[config.mk]
export PLATFORM = sky130hd
export DESIGN_NAME = rv_decode_stage
export DESIGN_NICKNAME = d
export VERILOG_FILES = /design/src/rtl/riscv_pkg.sv /design/src/rtl/imm_gen.sv /design/src/rtl/rv_decode_stage.sv
export SDC_FILE = /design/constraint.sdc
export NUM_CORES = 1
export LEC_CHECK = 0
export BUFFER_PORTS_ARGS = -buffer_cell sky130_fd_sc_hd__buf_2
export CAP_MARGIN = 10
export CORE_MARGIN = 5
export CORE_UTILIZATION = 53
export DETAILED_ROUTE_END_ITERATION = 8
export GPL_TIMING_DRIVEN = 1
export PLACE_DENSITY = 0.92
export SLEW_MARGIN = 10
export SYNTH_ARGS = -nofsm -noshare
export SYNTH_HDL_FRONTEND = slang
export SYNTH_SLANG_ARGS = --single-unit
[constraint.sdc]
create_clock -name clk -period 5.69 [get_ports clk]
set_input_delay 1.138 -clock clk [delete_from_list [all_inputs] [get_ports clk]]
set_output_delay 1.138 -clock clk [all_outputs]
set_load 0.01 [all_outputs]
[src/rtl/riscv_pkg.sv]
// Shared RV32I decode types, opcode/funct constants and the ID/EX pipeline record.
// Latency: none (declarations only).
// Backpressure: none (declarations only).
package riscv_pkg;

    localparam int XLEN = 32;

    typedef logic [6:0] opcode_t;
    typedef logic [2:0] funct3_t;
    typedef logic [6:0] funct7_t;

    localparam opcode_t OPCODE_LOAD   = 7'b0000011;
    localparam opcode_t OPCODE_STORE  = 7'b0100011;
    localparam opcode_t OPCODE_BRANCH = 7'b1100011;
    localparam opcode_t OPCODE_JAL    = 7'b1101111;
    localparam opcode_t OPCODE_JALR   = 7'b1100111;
    localparam opcode_t OPCODE_LUI    = 7'b0110111;
    localparam opcode_t OPCODE_AUIPC  = 7'b0010111;
    localparam opcode_t OPCODE_OP     = 7'b0110011;
    localparam opcode_t OPCODE_OP_IMM = 7'b0010011;

    localparam funct7_t F7_SUB = 7'b0100000;
    localparam funct7_t F7_SRA = 7'b0100000;

    localparam funct3_t F3_ADD_SUB = 3'b000;
    localparam funct3_t F3_SLL     = 3'b001;
    localparam funct3_t F3_SR      = 3'b101;

    // ID/EX pipeline register contents
    typedef struct packed {
        logic            valid;
        opcode_t         opcode;
        funct3_t         funct3;
        funct7_t         funct7;
        logic [XLEN-1:0] operand_a;
        logic [XLEN-1:0] operand_b;
        logic [XLEN-1:0] store_data;
        logic [XLEN-1:0] imm;
        logic [XLEN-1:0] pc;
        logic [4:0]      rd;
        logic            reg_write;
        logic            mem_read;
        logic            mem_write;
        logic            illegal;
    } id_ex_t;

endpackage

[src/rtl/imm_gen.sv]
// Immediate generator: sign-extended I/S/B/U/J immediate, zero-extended shamt for shift-immediates.
// Latency: combinational.
// Backpressure: none.
module imm_gen
    import riscv_pkg::*;
(
    input  logic [31:0]     instr,
    output logic [XLEN-1:0] imm
);

    opcode_t opcode;
    funct3_t funct3;

    assign opcode = instr[6:0];
    assign funct3 = instr[14:12];

    // Select the immediate layout implied by the opcode; formats without one yield 0
    always_comb begin
        imm = '0;
        case (opcode)
            OPCODE_OP_IMM: begin
                if (funct3 == F3_SLL || funct3 == F3_SR) begin
                    imm = {27'b0, instr[24:20]};
                end else begin
                    imm = {{20{instr[31]}}, instr[31:20]};
                end
            end
            OPCODE_LOAD, OPCODE_JALR: imm = {{20{instr[31]}}, instr[31:20]};
            OPCODE_STORE:             imm = {{20{instr[31]}}, instr[31:25], instr[11:7]};
            OPCODE_BRANCH:            imm = {{19{instr[31]}}, instr[31], instr[7],
                                             instr[30:25], instr[11:8], 1'b0};
            OPCODE_LUI, OPCODE_AUIPC: imm = {instr[31:12], 12'b0};
            OPCODE_JAL:               imm = {{11{instr[31]}}, instr[31], instr[19:12],
                                             instr[20], instr[30:21], 1'b0};
            default:                  imm = '0;
        endcase
    end

endmodule

[src/rtl/rv_decode_stage.sv]
// RV32I decode stage: field split, operand select, load-use bubble, illegal flagging into ID/EX.
// Latency: 1 cycle accept-to-ex_valid; full throughput when no hazard. Optional RV_DECODE_PERF_EN adds counters.
// Backpressure: ex_valid && !ex_ready freezes ID/EX and drops if_ready; flush overrides and drains.
module rv_decode_stage
    import riscv_pkg::*;
(
    input  logic            clk,
    input  logic            rst_n,
    input  logic            if_valid,
    output logic            if_ready,
    input  logic [31:0]     if_instr,
    input  logic [XLEN-1:0] if_pc,
    output logic [4:0]      rs1_addr,
    output logic [4:0]      rs2_addr,
    input  logic [XLEN-1:0] rs1_data,
    input  logic [XLEN-1:0] rs2_data,
    input  logic            flush,
    input  logic            ex_ready,
    output logic            ex_valid,
    output opcode_t         ex_opcode,
    output funct3_t         ex_funct3,
    output funct7_t         ex_funct7,
    output logic [XLEN-1:0] ex_operand_a,
    output logic [XLEN-1:0] ex_operand_b,
    output logic [XLEN-1:0] ex_store_data,
    output logic [XLEN-1:0] ex_imm,
    output logic [XLEN-1:0] ex_pc,
    output logic [4:0]      ex_rd,
    output logic            ex_reg_write,
    output logic            ex_mem_read,
    output logic            ex_mem_write,
    output logic            ex_illegal
`ifdef RV_DECODE_PERF_EN
    ,
    output logic [31:0]     stall_cnt,
    output logic [31:0]     instr_cnt
`endif
);

    id_ex_t          id_ex_q;
    id_ex_t          id_ex_d;
    logic [XLEN-1:0] imm;
    opcode_t         opcode;
    funct3_t         funct3;
    funct7_t         funct7_raw;
    logic [4:0]      rd;
    logic            is_illegal;
    logic            writes_rd;
    logic            rs1_used;
    logic            rs2_used;
    logic            hazard;
    logic            advance;

    assign opcode     = if_instr[6:0];
    assign rd         = if_instr[11:7];
    assign funct3     = if_instr[14:12];
    assign funct7_raw = if_instr[31:25];
    assign rs1_addr   = if_instr[19:15];
    assign rs2_addr   = if_instr[24:20];

    imm_gen u_imm_gen (
        .instr (if_instr),
        .imm   (imm)
    );

    // Classify the incoming instruction: legality, source usage and write-back intent
    always_comb begin
        is_illegal = 1'b0;
        writes_rd  = 1'b0;
        rs1_used   = 1'b1;
        rs2_used   = 1'b0;
        case (opcode)
            OPCODE_OP: begin
                writes_rd  = 1'b1;
                rs2_used   = 1'b1;
                is_illegal = !((funct7_raw == 7'b0) ||
                               (funct7_raw == F7_SUB &&
                                (funct3 == F3_ADD_SUB || funct3 == F3_SR)));
            end
            OPCODE_OP_IMM: begin
                writes_rd = 1'b1;
                if (funct3 == F3_SLL) begin
                    is_illegal = (funct7_raw != 7'b0);
                end else if (funct3 == F3_SR) begin
                    is_illegal = !(funct7_raw == 7'b0 || funct7_raw == F7_SRA);
                end
            end
            OPCODE_LOAD, OPCODE_JALR: writes_rd = 1'b1;
            OPCODE_STORE, OPCODE_BRANCH: rs2_used = 1'b1;
            OPCODE_LUI, OPCODE_AUIPC, OPCODE_JAL: begin
                writes_rd = 1'b1;
                rs1_used  = 1'b0;
            end
            default: is_illegal = 1'b1;
        endcase
    end

    // Build the ID/EX record for the instruction fetch is presenting
    always_comb begin
        id_ex_d        = '0;
        id_ex_d.valid  = 1'b1;
        id_ex_d.opcode = opcode;
        id_ex_d.funct3 = funct3;
        // OP-IMM only carries funct7 for shifts so a negative ADDI never looks like SUB
        if (opcode == OPCODE_OP || (opcode == OPCODE_OP_IMM && funct3 == F3_SR)) begin
            id_ex_d.funct7 = funct7_raw;
        end
        if (opcode == OPCODE_LUI) begin
            id_ex_d.operand_a = '0;
        end else if (opcode == OPCODE_AUIPC || opcode == OPCODE_JAL) begin
            id_ex_d.operand_a = if_pc;
        end else begin
            id_ex_d.operand_a = rs1_data;
        end
        if (opcode == OPCODE_OP || opcode == OPCODE_BRANCH) begin
            id_ex_d.operand_b = rs2_data;
        end else if (opcode == OPCODE_JAL || opcode == OPCODE_JALR) begin
            id_ex_d.operand_b = 32'd4;
        end else begin
            id_ex_d.operand_b = imm;
        end
        id_ex_d.store_data = rs2_data;
        id_ex_d.imm        = imm;
        id_ex_d.pc         = if_pc;
        id_ex_d.rd         = rd;
        id_ex_d.reg_write  = writes_rd && (rd != 5'd0) && !is_illegal;
        id_ex_d.mem_read   = (opcode == OPCODE_LOAD) && !is_illegal;
        id_ex_d.mem_write  = (opcode == OPCODE_STORE) && !is_illegal;
        id_ex_d.illegal    = is_illegal;
    end

    assign hazard = id_ex_q.valid && id_ex_q.mem_read && (id_ex_q.rd != 5'd0) && if_valid &&
                    ((rs1_used && rs1_addr == id_ex_q.rd) ||
                     (rs2_used && rs2_addr == id_ex_q.rd));
    assign advance  = !id_ex_q.valid || ex_ready;
    assign if_ready = flush || (advance && !hazard);

    // ID/EX register: reset clears, flush kills, advance loads the instruction or a bubble
    always_ff @(posedge clk) begin
        if (!rst_n) begin
            id_ex_q <= '0;
        end else if (flush) begin
            id_ex_q.valid <= 1'b0;
        end else if (advance) begin
            if (if_valid && !hazard) begin
                id_ex_q <= id_ex_d;
            end else begin
                id_ex_q.valid <= 1'b0;
            end
        end
    end

    assign ex_valid      = id_ex_q.valid;
    assign ex_opcode     = id_ex_q.opcode;
    assign ex_funct3     = id_ex_q.funct3;
    assign ex_funct7     = id_ex_q.funct7;
    assign ex_operand_a  = id_ex_q.operand_a;
    assign ex_operand_b  = id_ex_q.operand_b;
    assign ex_store_data = id_ex_q.store_data;
    assign ex_imm        = id_ex_q.imm;
    assign ex_pc         = id_ex_q.pc;
    assign ex_rd         = id_ex_q.rd;
    assign ex_reg_write  = id_ex_q.reg_write;
    assign ex_mem_read   = id_ex_q.mem_read;
    assign ex_mem_write  = id_ex_q.mem_write;
    assign ex_illegal    = id_ex_q.illegal;

`ifdef RV_DECODE_PERF_EN
    logic [31:0] stall_cnt_q;
    logic [31:0] instr_cnt_q;

    // Saturating counts of surviving accepts and of cycles fetch was held off
    always_ff @(posedge clk) begin
        if (!rst_n) begin
            stall_cnt_q <= '0;
            instr_cnt_q <= '0;
        end else begin
            if (if_valid && if_ready && !flush && instr_cnt_q != 32'hFFFF_FFFF) begin
                instr_cnt_q <= instr_cnt_q + 32'd1;
            end
            if (if_valid && !if_ready && !flush && stall_cnt_q != 32'hFFFF_FFFF) begin
                stall_cnt_q <= stall_cnt_q + 32'd1;
            end
        end
    end

    assign stall_cnt = stall_cnt_q;
    assign instr_cnt = instr_cnt_q;
`endif

endmodule

; ---- Yosys cells after proc, flatten, opt, wreduce, memory -nomap -nowiden
; Index checks and enable logic that the tools add are counted.
[op_classes]
muxes = 14
n_reduce_logical = 43
n_eq_ne = 14
bitwise_logic = 2
[op_table]
columns = cell, count
row1 = $pmux 32 s6, 1
row2 = $mux 32, 5
row3 = $eq 7x6->1 const B, 4
row4 = $eq 7x7->1 const B, 3
row5 = $eq 7x5->1 const B, 2
row6 = $logic_and 1x1->1, 14
row7 = $reduce_or 7->1, 2
row8 = $logic_or 1x1->1, 11
row9 = $eq 5x5->1, 2
row10 = $reduce_bool 5->1, 2
row11 = $eq 7x2->1 const B, 1
row12 = $logic_not 7->1, 1
row13 = $mux 7, 1
row14 = $reduce_bool 7->1, 1
row15 = $mux 1, 6
row16 = $reduce_or 2->1, 3
row17 = $reduce_or 3->1, 2
row18 = $logic_not 1->1, 5
row19 = $eq 3x1->1 const B, 1
row20 = $eq 3x3->1 const B, 1
row21 = $logic_not 3->1, 1
row22 = $pmux 1 s3, 1
row23 = $reduce_and 3->1, 1
row24 = $not 1->1, 2
[totals]
out_inout_bits = 198
ff_bits = 187
inputBits = 133
elab_cells = 87

; ---- Depth between registers and ports, before layout
; Gate-level depths: netlist of run 1.
[logic_depth]
ltp_word = 9
depth_mapped = 10
mapped_depth_nobuf = 5

; ---- Hierarchy
; From an unflattened synthesis of run 1, not the netlist that was laid out.
[unflattened]
hier_cells = 1061
hier_area_um2 = 9293.9
[by_module_without_submodules]
columns = module, n_inst, area_per_inst_um2, cells_per_inst, seq_area_each_um2
row1 = rv_decode_stage, 1, 8779.7, 993, 3743.6
row2 = imm_gen, 1, 514.2, 68, 0.0

; ---- Worst setup path before layout of run 1
; No wires, ideal clock.
[synth_timing]
path_kind = in2out
startpoint = input port if_instr[6]
endpoint = output port if_ready
required_time_ns = 4.552
n_path_buf = 3
setup_slack_ns = 1.990
arrival_time_ns = 2.562
cell_stages = 8
cell_sequence = or3b_1 > buf_2 > a21oi_2 > or4_1 > buf_2 > buf_2 > nand2_1 > o21bai_1
[synth_between]
elab_chain_len = 9
elab_cells_between_ends = 17
classes_between = eq/ne (6) / mux (2) / reduce/logical (9)
[synth_lines]
columns = item, line_no
row1 = "start, declared", rv_decode_stage.sv:11  ; input logic [31:0] if_instr,
row2 = "$eq 7x6->1, or another cell as far along", rv_decode_stage.sv:72  ; case (opcode)
row3 = $reduce_or 3->1, --
row4 = $mux 1, rv_decode_stage.sv:72
row5 = "$logic_and 1x1->1, on equally long branches", "rv_decode_stage.sv:133, rv_decode_stage.sv:134"
row6 = $logic_or 1x1->1 *, rv_decode_stage.sv:133  ; ((rs1_used && rs1_addr == id_ex_q.rd) ||
row7 = $logic_and 1x1->1 *, rv_decode_stage.sv:132  ; assign hazard = id_ex_q.valid && id_ex_q.mem_read && (id_ex_q.rd != 5'd0) && if_valid &&
row8 = $logic_not 1->1 *, rv_decode_stage.sv:136  ; assign if_ready = flush || (advance && !hazard);
row9 = $logic_and 1x1->1 *, rv_decode_stage.sv:136
row10 = $logic_or 1x1->1 *, rv_decode_stage.sv:136
row11 = "end, declared", rv_decode_stage.sv:10  ; output logic if_ready,
; Mark *: on every way between the ends. The rest lies on a longest branch, timed or not.

; ---- Worst setup path in the final report of run 1
[layout_timing]
startpoint = input port if_instr[4]
endpoint = output port if_ready
; Same word-level chain as after synthesis.

==> flow_summary.ini, run 1 <==
[synth]
synth_warnings = 0
ys_seq_area_frac = 0.447
synth-main-ff-cell = dfxtp_1
async_reset_ff_frac = 0
synth_nets = 1068
synth-seq-cells = 187
syn_area_um2 = 8380
synth_area_leader_cell = dfxtp_1
synth_area_per_cell_um2 = 8.96
synth_cell_type_count = 58
ys_top_cells_by_area = dfxtp_1, a21oi_1, nand3_1, o21ai_0, o221a_1
synth-edff-count = 0
syn_inst = 935
synth_top_area_share = 0.447

[clock_network]
clock-root-buffer = clkbuf_16
ctsResizeCount = 0
cts_tree = yes
postCtsHoldBufs = 0
cts_setup_buffers = 0
cts.sinks = 187
h-tree-depth = 4
cts.path.max_buffers = 2
clock_latency_ps = 430
path_clk_slew_ps = 70
cts_buffers = 17

[critical_path]
crit_path_top_delay_cell = or4_4
critical_path_class = in2out
r2r_cells = 7
r2r_end = ex_imm[7]$_SDFFE_PN0P_
path_max_fanout = 59
critPathCapture = if_ready
cp.depth = 7
startpoint = if_instr[4]
arrival_ps = 3400
worst_path_most_repeated_cell = buf_2
crit_chain = buf_2, or3b_1, a21oi_2, or4_4, nand2_1, o21bai_1, buf_2
start_kind = input pin
critPathCaptureType = output pin
cp.required_ps = 4550
r2r-start = ex_rd[0]$_SDFFE_PN0P_
worst-path-buf-inv = 2
cp_top_family = simple AND/OR/NAND/NOR gates
reg2reg_slack_ps = 2380
critical-path-max-stage-delay_ps = 670

[sta]
fmax_mhz = 220
timing.final.crit_period_ps = 4540
hold_viol = 0
fin_skew_ps = 12.0
relSlewSlack = 0.215
min_period_over_period = 0.798
setup-tns-final_ps = 0
hold-worst-slack_ps = 461
worstMarginPinSlew_ps = 1170
drv_slew = 0
finalSetupViolations = 0
rsz0062_at_grt = no

[grt]
grt_pass1_wl_um = 45500
grt_max_degree = 108
grt_pass1_vias = 8264
grtUsageTotal = 0.314
antenna_found_initial = 1
grt_overflow = 0

[layout]
area_delta_synth_final_pct = 25.0
antennaDiodeCount = 0
multi_input_area_um2 = 4070
nNetsFinal = 1315
layout-drive-gt1-share = 0.331
seqCellArea_um2 = 3740
nFillCells = 1320

[detailed_routing]
vias = 8887
routed_wl_um = 30600
drc_errors = 0
viasPerCell = 6.30
ant_nets = 0
firstDrtPassIters = 6
initialDrtViolationCount = 723
wire_per_inst_um = 21.7

[place]
port_buffers = 330
gp_congestion = 0.951
dpl.hpwl_um = 21000

[floorplan]
die_y_um = 136
dieArea_um2 = 18400
rows = 46
coreArea_um2 = 15700
die_w_um = 136
num_io_pins = 331
initial_core_util = 0.533

[hold_path]
hold_class = reg2reg

[pwr]
powerDensity_nw_per_um2 = 292
max-vdd-ir-drop_v = 0.000203
leakage_nw = 4.76

[run_status]
outcome = complete, no violations

[job]
cap_violations = 0
==> where the power goes <==
| part | total, mW | switching (mW) | internal [mW] |
|---|---|---|---|
| Combinational | 0.403 | 0.246 | 0.157 |
| Sequential | 1.41 | 0.0356 | 1.37 |
| Clock | 1.24 | 0.545 | 0.699 |
| Total | 3.06 | 0.827 | 2.23 |
==> registers in the layout, summed over array words and instances, names as in the netlist <==
signal / count
ex_imm: 32
ex_illegal: 1
ex_opcode: 7
ex_funct3: 3
ex_operand_a: 32
ex_reg_write: 1
ex_valid: 1
ex_pc: 32
ex_funct7: 7
ex_mem_write: 1
ex_operand_b: 32
ex_rd: 5
ex_store_data: 32
ex_mem_read: 1
==> layer usage <==
metal  vias up  wire, um  global-route usage
met5         -        11                   0
met1      4158     11000               0.371
met4         2      1640               0.179
met2       624     14400               0.512
met3       121      3530              0.0884
li1       3982         -                   -
==> final cells by class <==
type                            count  area share
Clock buffer                       20      0.0445
Clock inverter                     12      0.0149
Tap cell                          216      0.0258
Timing Repair Buffer              343       0.167
Multi-Input combinational cell    629       0.389
Sequential cell                   187       0.357
Inverter                            4     0.00155
==> logic make-up after synthesis <==
group | Yosys count | share of synthesized area
and+or+nand+nor | 233 | 0.144
DFF | 187 | 0.447
buffers and inverters | 119 | 0.0718
xor gates and xnor gates | 12 | 0.0125
muxes | 41 | 0.0490
AOI/OAI and AO/OA | 343 | 0.276
==> synth_stat cells (3+ instances only) <==
master / number
a21oi_1: 109
nand2_1: 59
buf_1: 3
a21o_1: 12
inv_1: 4
nor2b_1: 3
o221ai_1: 33
nor2_1: 6
buf_6: 4
nand4_1: 8
mux2i_1: 41
o221a_1: 38
a22o_1: 9
buf_2: 25
clkbuf_1: 58
or4_1: 4
nor3_1: 9
dfxtp_1: 187
a211oi_1: 14
o21ai_0: 90
a311oi_1: 5
buf_4: 25
and3_1: 5
o2111ai_1: 3
and2_1: 22
nand3b_1: 4
nand3_1: 96
xnor2_1: 10
a22oi_1: 10
==> worst reg2reg max path: stages (launching register included) <==
cell and delay (ps):
dfxtp_1 400, or4_4 580, o21ai_1 230, or4_4 630, buf_4 610, nand2_2 120, buf_4 360, mux2i_1 240
==> cells in the final DEF (no fill, tap or decap), drive strengths merged, types with 10 or more instances in the layout <==
master / synthesis / layout
a21o: 12 / 12
dfxtp: 187 / 187
o21ai: 91 / 91
mux2i: 41 / 41
a21oi: 110 / 110
and2: 22 / 22
a211oi: 14 / 14
clkbuf: 58 / 20
xnor2: 10 / 10
nand3: 96 / 96
nand2: 59 / 59
o221ai: 33 / 33
a22oi: 10 / 10
o221a: 39 / 39
buf: 57 / 343
==> worst min-delay path by stage <==
stage                                          to  cells after the start  slack (ps)                     startpoint
finish                  ex_funct7[6]$_SDFFE_PN0P_                      2         460      ex_funct7[6]$_SDFFE_PN0P_
global route        ex_operand_a[16]$_SDFFE_PN0P_                      2         480  ex_operand_a[16]$_SDFFE_PN0P_
CTS                     ex_funct7[5]$_SDFFE_PN0P_                      2         460      ex_funct7[5]$_SDFFE_PN0P_
detailed placement      ex_funct7[6]$_SDFFE_PN0P_                      2         450      ex_funct7[6]$_SDFFE_PN0P_
global placement        ex_funct7[4]$_SDFFE_PN0P_                      2         440      ex_funct7[4]$_SDFFE_PN0P_
floorplan               ex_funct7[0]$_SDFFE_PN0P_                      2         480      ex_funct7[0]$_SDFFE_PN0P_
==> stage by stage <==
step                worst slack (ps)  instance area [um2]  power [mW]  instances   util
global placement                1250                 9850        1.82       1379  0.627
finish                          1150                10500        3.06       1411  0.667
global route                     979                10500        3.16       1411  0.667
CTS                             1190                10500        3.06       1411  0.667
floorplan                       1990                 8380        1.65        935      -
detailed placement              1190                 9850        1.83       1379  0.627
Note: power is estimated with default switching activity, not from simulation.
==> run 2, diff against run 1 <==
ABC_AREA = 1   (was default)
CORE_UTILIZATION = 52   (was 53)
PLACE_DENSITY = 0.88   (was 0.92)
clock period = 4.2 ns   (was 5.69 ns; I/O delays follow)
==> run 2 against run 1 <==
Wire length up 4.9%. Sequential cell count unchanged. Via count up 24%. Clock skew up 2.1 ps. Synthesized area up 21%. Combinational power up 92%. Synthesized cell count up 84%. Power up 42%. Critical path type unchanged. Largest cell class unchanged. Highest routed layer unchanged.
==> flow_summary.ini, run 2 <==
[grt]
grt_max_degree = 125
grtUsageTotal = 0.277
grt_pass1_wl_um = 50300
grt_pass1_vias = 10200
grt_overflow = 0
antenna_found_initial = 3

[critical_path]
crit_chain = buf_2, inv_2, nor2_4, nand3_1, nand2_4, inv_4, nand3_2, nand2_1, nand2_2, nand2_1, nand2_1, buf_2
crit_path_top_delay_cell = nand2_4
critPathCaptureType = output pin
start_kind = input pin
cp.depth = 12
cp.required_ps = 3360
r2r_cells = 11
worst_path_most_repeated_cell = nand2_1
critical_path_class = in2out
worst-path-buf-inv = 4
critical-path-max-stage-delay_ps = 420
reg2reg_slack_ps = 1940
path_max_fanout = 33
cp_top_family = simple AND/OR/NAND/NOR gates
arrival_ps = 2610

[synth]
synth_warnings = 0
synth-edff-count = 0
synth-seq-cells = 187
ys_seq_area_frac = 0.369
synth_top_area_share = 0.369
synth_area_per_cell_um2 = 5.88
syn_inst = 1725
synth-main-ff-cell = dfxtp_1
synthTopCellsByCount = nand2_1, nor2_1, inv_1
async_reset_ff_frac = 0
syn_area_um2 = 10100
synth_cell_type_count = 31
synth_area_leader_cell = dfxtp_1
synth_most_common_cell = nand2_1
ys_top_cells_by_area = dfxtp_1, nand2_1, nor2_1, inv_1, nand4_1
synth_nets = 1858

[sta]
fmax_mhz = 290
setup-tns-final_ps = 0
rsz0062_at_grt = no
hold-worst-slack_ps = 508
timing.final.crit_period_ps = 3450
finalSetupViolations = 0
min_period_over_period = 0.821
hold_viol = 0
fin_skew_ps = 14.1
worstMarginPinSlew_ps = 1050
drv_slew = 0
relSlewSlack = 0.299
setup_ws_ps = 754

[floorplan]
dieArea_um2 = 22400
coreArea_um2 = 19300
initial_core_util = 0.524
die_y_um = 150
rows = 51
num_io_pins = 331
die_w_um = 150

[detailed_routing]
viasPerCell = 4.91
vias = 11000
routed_wl_um = 32100
wire_per_inst_um = 14.3
drc_errors = 0
initialDrtViolationCount = 847
firstDrtPassIters = 5
ant_nets = 0

[hold_path]
hold_class = reg2reg
worstHoldPathCells = 4

[layout]
layout_common_cells = nand2_1, nor2_1, buf_2
nFillCells = 1820
layout-drive-gt1-share = 0.202
area_delta_synth_final_pct = 21.3
nNetsFinal = 2103
multi_input_area_um2 = 4720
seqCellArea_um2 = 3740
layout_commonest_cell = nand2_1
fin_cells = 2249

[clock_network]
clock_latency_ps = 430
cts_setup_buffers = 0
cts_tree = yes
h-tree-depth = 4
cts.sinks = 187
clock-root-buffer = clkbuf_16
ctsResizeCount = 0
cts_buffers = 17
postCtsHoldBufs = 0
path_clk_slew_ps = 70
cts.path.max_buffers = 2

[pwr]
swShare = 0.307
max-vdd-ir-drop_v = 0.000268
finalPower_mw = 4.32
seqPwrFrac = 0.452
powerDensity_nw_per_um2 = 352
intPower_mw = 3.00
leakage_nw = 7.22
combPwrFrac = 0.179
p_clk_frac = 0.369
p_sw_mw = 1.33

[place]
gp_congestion = 0.918
dpl.hpwl_um = 23100
pre_cts_ws_ps = 763
port_buffers = 330
post-place-cells = 2216

[job]
cap_violations = 0

[run_status]
outcome = complete, no violations
-- run 2: cell count changes after synthesis, sizes merged, moves of 22 or more --
| cell | change |
|---|---|
| nand2 | +445 |
| nor2 | +369 |
| inv | +298 |
| a21oi | -80 |
| nand4 | +57 |
| nand3 | -45 |
| mux2i | -41 |
| o221a | -39 |
| o221ai | -33 |
| buf | +23 |
| and2 | -22 |
| clkbuf | -22 |
-- run 2: worst min-delay path, stage by stage, from the launching register on --
cell and delay [ps]:
dfxtp_1 310, inv_1 40, nand2_1 40, inv_1 40, nor2_1 30
-- run 2: worst paths after layout --
kind,startpoint,to
worst max-delay path,if_instr[4],if_ready
worst max register to register,ex_rd[2]$_SDFFE_PN0P_,ex_operand_a[28]$_SDFFE_PN0P_
worst min register to register,ex_imm[27]$_SDFFE_PN0P_,ex_imm[27]$_SDFFE_PN0P_
worst min-delay path,ex_imm[27]$_SDFFE_PN0P_,ex_imm[27]$_SDFFE_PN0P_
-- run 2: per-stage QoR --
stage	area (um2)	util
2_1_floorplan	10100	-
3_3_place_gp	11700	0.606
3_5_place_dp	11700	0.606
4_1_cts	12300	0.636
5_1_grt	12300	0.636
6_report	12300	0.636
-- run 2: cell families after synthesis --
group | synth area share
and+or+nand+nor | 0.402
buffers and inverters | 0.168
DFF | 0.369
AOI/OAI and AO/OA | 0.0543
xor gates and xnor gates | 0.00605
-- run 2: layout make-up --
| type | count | share of cell area |
|---|---|---|
| repair buffers | 342 | 0.145 |
| diodes | 1 | 0.000203 |
| inverters | 303 | 0.0927 |
| flip-flops and latches | 187 | 0.304 |
| well taps | 265 | 0.0270 |
| multi-input cells | 1119 | 0.384 |
| clock buffers | 19 | 0.0368 |
| clock inverters | 13 | 0.0102 |
-- run 2: per-layer routing --
| layer | GRT usage | part of all wire | up-vias |
|---|---|---|---|
| met2 | 0.474 | 0.47 | 471 |
| li1 | - | - | 5587 |
| met1 | 0.333 | 0.40 | 4900 |
| met3 | 0.0784 | 0.099 | 74 |
| met4 | 0.0984 | 0.030 | 4 |
| met5 | 0 | 0.00065 | - |
-- run 2: power groups by stage --
stage | registers (mW) | clock network (mW) | logic, mW
2_1_floorplan | 2.05 | 0 | 0.416
6_report | 1.96 | 1.60 | 0.774
5_1_grt | 1.97 | 1.69 | 0.874
4_1_cts | 1.96 | 1.62 | 0.774
3_5_place_dp | 2.00 | 0 | 0.770
3_3_place_gp | 1.99 | 0 | 0.752
